**src/rtl/wb_regfile_pkg.sv**
```systemverilog
// Shared sizes, reset value and CPSR flag positions for the writeback /
// register-file slice.
package wb_regfile_pkg;

    localparam int DATA_W = 32;
    localparam int NREGS  = 16;
    localparam int REG_AW = 4;

    localparam logic [DATA_W-1:0] PC_RST = 32'h0000_0000;

    localparam int CPSR_N_BIT = 3;
    localparam int CPSR_Z_BIT = 2;
    localparam int CPSR_C_BIT = 1;
    localparam int CPSR_V_BIT = 0;

    typedef struct packed {
        logic alu;
        logic cmp;
        logic ld;
    } op_class_t;

    typedef logic [DATA_W-1:0] word_t;
    typedef logic [REG_AW-1:0] reg_num_t;

endpackage

```
**src/rtl/wb_regfile_wb_select.sv**
```systemverilog
// Writeback selector: turns the op-class flags into GPR/CPSR write enables
// and picks the GPR write data.
module wb_regfile_wb_select
    import wb_regfile_pkg::*;
(
    input  op_class_t         op_i,
    input  logic [REG_AW-1:0] rd_num_i,
    input  logic [DATA_W-1:0] result_i,
    input  logic [DATA_W-1:0] dmem_val_i,
    input  logic [DATA_W-1:0] cpsr_val_i,
    output logic [REG_AW-1:0] rd_num_o,
    output logic              rd_write_en_o,
    output logic [DATA_W-1:0] rd_val_o,
    output logic              cpsr_write_en_o,
    output logic [DATA_W-1:0] cpsr_val_o
);

    // Load data wins over the ALU result when both classes are flagged.
    always_comb begin
        rd_num_o        = rd_num_i;
        rd_write_en_o   = op_i.alu | op_i.ld;
        cpsr_write_en_o = op_i.cmp;
        cpsr_val_o      = cpsr_val_i;
        if (op_i.ld) begin
            rd_val_o = dmem_val_i;
        end else begin
            rd_val_o = result_i;
        end
    end

endmodule

```
**src/rtl/wb_regfile.sv**
```systemverilog
// Architectural state (16 GPRs, PC, CPSR) with write-through bypass to the
// execute-stage read ports, fed by the writeback selector.
module wb_regfile
    import wb_regfile_pkg::*;
(
    input  logic              clk,
    input  logic              reset,
    input  logic [REG_AW-1:0] rd_num_passthrough,
    input  logic [DATA_W-1:0] mem_passthrough,
    input  logic [DATA_W-1:0] result,
    input  logic [DATA_W-1:0] cpsr_passthrough,
    input  logic [DATA_W-1:0] dmem_val_passthrough,
    input  logic              is_alu_op_passthrough,
    input  logic              is_cmp_op_passthrough,
    input  logic              is_ld_op_passthrough,
    input  logic [DATA_W-1:0] if_pc_in,
    output logic [DATA_W-1:0] if_pc_out,
    input  logic [REG_AW-1:0] exe_rd_num,
    input  logic [REG_AW-1:0] exe_rs_num,
    input  logic [REG_AW-1:0] exe_rt_num,
    output logic [DATA_W-1:0] exe_rd_data_out,
    output logic [DATA_W-1:0] exe_rs_data_out,
    output logic [DATA_W-1:0] exe_rt_data_out,
    output logic [DATA_W-1:0] exe_cpsr_out,
    output logic [REG_AW-1:0] wb_rd_num,
    output logic              wb_rd_write_en,
    output logic [DATA_W-1:0] wb_rd_val,
    output logic              wb_cpsr_write_en,
    output logic [DATA_W-1:0] wb_cpsr_val,
    output logic [DATA_W-1:0] wb_rd_out,
    output logic [DATA_W-1:0] wb_cpsr_out
);

    op_class_t         op_s;
    logic [DATA_W-1:0] gpr_q [NREGS];
    logic [DATA_W-1:0] gpr_d [NREGS];
    logic [DATA_W-1:0] cpsr_q, cpsr_d;
    logic [DATA_W-1:0] pc_q, pc_d;
    logic              unused_s;

    // Store data travels with the instruction but is consumed elsewhere.
    assign unused_s = ^mem_passthrough;

    assign op_s = '{alu: is_alu_op_passthrough,
                    cmp: is_cmp_op_passthrough,
                    ld:  is_ld_op_passthrough};

    wb_regfile_wb_select u_wb_select (
        .op_i            (op_s),
        .rd_num_i        (rd_num_passthrough),
        .result_i        (result),
        .dmem_val_i      (dmem_val_passthrough),
        .cpsr_val_i      (cpsr_passthrough),
        .rd_num_o        (wb_rd_num),
        .rd_write_en_o   (wb_rd_write_en),
        .rd_val_o        (wb_rd_val),
        .cpsr_write_en_o (wb_cpsr_write_en),
        .cpsr_val_o      (wb_cpsr_val)
    );

    // Next-state for all architectural registers.
    always_comb begin
        gpr_d  = gpr_q;
        cpsr_d = cpsr_q;
        pc_d   = if_pc_in;
        if (wb_rd_write_en) begin
            gpr_d[wb_rd_num] = wb_rd_val;
        end else begin
            gpr_d[wb_rd_num] = gpr_q[wb_rd_num];
        end
        if (wb_cpsr_write_en) begin
            cpsr_d = wb_cpsr_val;
        end else begin
            cpsr_d = cpsr_q;
        end
    end

    // State registers; reset clears everything and discards pending writes.
    always_ff @(posedge clk or posedge reset) begin
        if (reset) begin
            for (int i = 0; i < NREGS; i++) begin
                gpr_q[i] <= '0;
            end
            cpsr_q <= '0;
            pc_q   <= PC_RST;
        end else begin
            gpr_q  <= gpr_d;
            cpsr_q <= cpsr_d;
            pc_q   <= pc_d;
        end
    end

    // Bypass is suppressed under reset so readers see the cleared state at once.
    function automatic logic [DATA_W-1:0] gpr_read(input logic [REG_AW-1:0] num);
        if (!reset && wb_rd_write_en && (num == wb_rd_num)) begin
            return wb_rd_val;
        end else begin
            return gpr_q[num];
        end
    endfunction

    // Execute-stage read ports and debug views of stored state.
    always_comb begin
        exe_rd_data_out = gpr_read(exe_rd_num);
        exe_rs_data_out = gpr_read(exe_rs_num);
        exe_rt_data_out = gpr_read(exe_rt_num);
        if (!reset && wb_cpsr_write_en) begin
            exe_cpsr_out = wb_cpsr_val;
        end else begin
            exe_cpsr_out = cpsr_q;
        end
        if_pc_out   = pc_q;
        wb_rd_out   = gpr_q[wb_rd_num];
        wb_cpsr_out = cpsr_q;
    end

endmodule

```
**config.mk**
```make
export PLATFORM = sky130hd
export DESIGN_NAME = wb_regfile
export DESIGN_NICKNAME = d
export VERILOG_FILES = /design/src/rtl/wb_regfile_pkg.sv /design/src/rtl/wb_regfile_wb_select.sv /design/src/rtl/wb_regfile.sv
export SDC_FILE = /design/constraint.sdc
export NUM_CORES = 2
export LEC_CHECK = 0
export BUFFER_PORTS_ARGS = -buffer_cell sky130_fd_sc_hd__buf_2
export CAP_MARGIN = 10
export CELL_PAD_IN_SITES_DETAIL_PLACEMENT = 1
export CELL_PAD_IN_SITES_GLOBAL_PLACEMENT = 2
export CORE_MARGIN = 10
export CORE_UTILIZATION = 43
export DETAILED_ROUTE_END_ITERATION = 12
export PLACE_DENSITY_LB_ADDON = 0.1
export SLEW_MARGIN = 15
export SYNTH_ARGS = -nofsm -noshare
export SYNTH_HDL_FRONTEND = slang
export SYNTH_HIERARCHICAL = 1
export SYNTH_SLANG_ARGS = --single-unit
```
**constraint.sdc**
```tcl
create_clock -name clk -period 33.7 [get_ports clk]
set_clock_uncertainty 0.05 [all_clocks]
set_input_delay 1.685 -clock clk [delete_from_list [all_inputs] [get_ports clk]]
set_output_delay 1.685 -clock clk [all_outputs]
set_load 0.01 [all_outputs]
```
==> results.yml <==
clock_tree:
  clk_pin_slew_ns: 0.06
  cts_resized: 0
  htree_levels: 3
  postCtsSetupBuffers: 0
  clock_tree.buffer_depth: 3
  cts_root_buf: "clkbuf_16"
  cts_tree: "done"
  clkSinkCount: 576
  cts_hold_buf: 0
  cts_buffers: 73
  clock_latency_ns: 0.65
power:
  internal_power_w: 0.00170
  power.density_nw_per_um2: 59.3
  netSwitchingPower_w: 0.000918
  p_comb_share_pct: 31.5
  clkPwrFrac_pct: 29.7
  vdd_drop_max_v: 0.0000367
  swShare_pct: 35.1
  seqPwrFrac_pct: 38.8
  p_leak_nw: 18.3
floorplanning:
  dieWidth_microns: 322
  dieArea_sq_um: 104000
  die_y_microns: 322
  io_pins: 475
  coreArea_sq_um: 90400
  start_util_pct: 43.5
  core.rowCount: 110
cells_and_area:
  post-route-util_pct: 48.8
  drive_above_1_share_pct: 35.1
  fin_nets: 3852
  syn_to_final_growth_pct: 12.1
  final_cell_mix: "dfrtp_1 (576), buf_2 (433), mux4_2 (387)"
  final_cells: 4900
  layout_commonest_cell: "dfrtp_1"
  fin_area_sq_um: 44100
place:
  post_dp_cell_area_sq_um: 41800
  dp_hpwl_microns: 97000
  port_buffers: 442
  place.gp.congestion: 0.840
  placedCellCount: 4771
synthesis:
  yosysSeqAreaShare_pct: 36.6
  yosys_warnings: 6
  async_reset_ff_share_pct: 100
  syn_area_sq_um: 39300
  syn_inst: 3470
  synth_flop_cell: "dfrtp_1"
  ys_ff_latch: 576
  syn-num-nets: 3651
  ys_types: 41
  avgSynthCellArea_sq_um: 11.3
  synth-edff-count: 0
grt:
  antenna_found_initial: 3
  track_usage_pct: 30.8
  grt_pass1_vias: 35200
  grt_overflow: 0
  grt_max_degree: 150
  grt_pass1_wl_microns: 239000
sta:
  whs_ns: 0.475
  slew_viol_final: 0
  period_needed_ns: 7.31
  setup_viol: 0
  max_freq_mhz: 137
  hold_violations: 0
  relSlewSlack_pct: 19.2
  fin_setup_tns_ns: 0
  worst_pin_slew_ns: 1.21
  period_share_pct: 21.7
  rsz0062_at_grt: "false"
route:
  postRouteAntennaNets: 0
  wire_per_inst_microns: 33.4
  vias: 33300
  finalWirelength_microns: 164000
  via_per_inst: 6.80
  first_iter_violations: 3578
  remaining_drc_errors: 0
  first_pass_iters: 5
critical_path:
  worstPathArrival_ns: 5.58
  crit_type: "in2out"
  cp-end-kind: "primary output"
  start_kind: "input pin"
  worstPathRequired_ns: 31.96
  crit_path_max_fanout: 46
run:
  cap_viol_max_count: 0
hold_path:
  hp-class: "reg2reg"
run_status:
  status: "completed"
[cells in the mapped netlist (all sizes together), types with 3 or more instances]
library cell	n	share of area, %
o21ai	160	2.0
inv	3	0.029
nand3	60	1.2
or2	4	0.064
nand2b	4	0.064
nor2	394	3.8
nor2b	9	0.14
xnor2	4	0.089
nand4	8	0.14
mux4	387	22
buf	229	3.8
a21oi	128	1.6
a31oi	256	4.1
dfrtp	576	37
a41oi	6	0.17
mux2	192	5.8
clkbuf	164	1.6
xor2	6	0.13
nor3	8	0.21
and2	10	0.16
a22oi	309	5.9
nand2	268	2.6
mux2i	256	6.5
a32oi	26	1.1
[registers in the layout (all words and copies together) (netlist names)]
| register | count |
|---|---|
| gpr_q | 512 |
| wb_cpsr_out | 32 |
| if_pc_out | 32 |
[through the flow]
stage,worst slack [ns],power [W]
2_1_floorplan,15.83,0.00156
3_3_place_gp,26.26,0.00178
3_5_place_dp,26.28,0.00184
4_1_cts,26.29,0.00262
5_1_grt,26.02,0.00274
6_report,26.39,0.00262
[per-layer routing]
metal | GRT usage, % | part of all wire (%) | up-vias
met2 | 50.2 | 48 | 1783
met4 | 14.4 | 4.9 | 0
met5 | 0 | 0 | -
li1 | - | - | 13800
met3 | 6.97 | 8.9 | 444
met1 | 38.6 | 38 | 17300
[cell type report]
type,count,area [sq um]
fill,9548,46300
multi-input combinational,2498,23000
sequential,576,14400
timing repair buffer,519,2900
clock buffer,106,2140
tap,1176,1470
clock inverter,20,175
inverter,3,18.8
antenna,2,5.00
[critical path: stages]
cell and delay, ns:
buf_8 0.40, buf_4 0.87, buf_4 0.97, mux4_2 0.63, a22oi_1 0.23, nand2_1 0.21, mux2_2 0.31, buf_2 0.14
[path summary, 6_finish.rpt]
check	to	startpoint	slack, ns	depth (start not counted)
max in group asynchronous	if_pc_out[21]	reset	29.03	6
worst min register to register	wb_cpsr_out[0]	wb_cpsr_out[0]	0.48	1
worst max register to register	gpr_q[17]	gpr_q[337]	31.69	4
worst min-delay path	wb_cpsr_out[0]	wb_cpsr_out[0]	0.48	1
min in group asynchronous	gpr_q[115]	reset	1.06	2
worst max-delay path	exe_rs_data_out[4]	exe_rs_num[0]	26.39	8
[cell families after synthesis]
| family | after synthesis | synth area share [%] |
|---|---|---|
| DFF | 576 | 36.6 |
| AOI/OAI and AO/OA | 886 | 14.9 |
| buffers and inverters | 396 | 5.43 |
| muxes | 835 | 34.4 |
| and+or+nand+nor | 767 | 8.36 |
| xor gates and xnor gates | 10 | 0.223 |
[power groups by stage]
stage	Sequential, W	Combinational [W]	Clock, W
after CTS	0.00101	0.000823	0.000790
final	0.00101	0.000824	0.000777
after global placement	0.000994	0.000790	0
after floorplan	0.000963	0.000596	0
after global routing	0.00104	0.000887	0.000818
after detailed placement	0.00102	0.000818	0
Note: power is estimated with default switching activity, not from simulation.
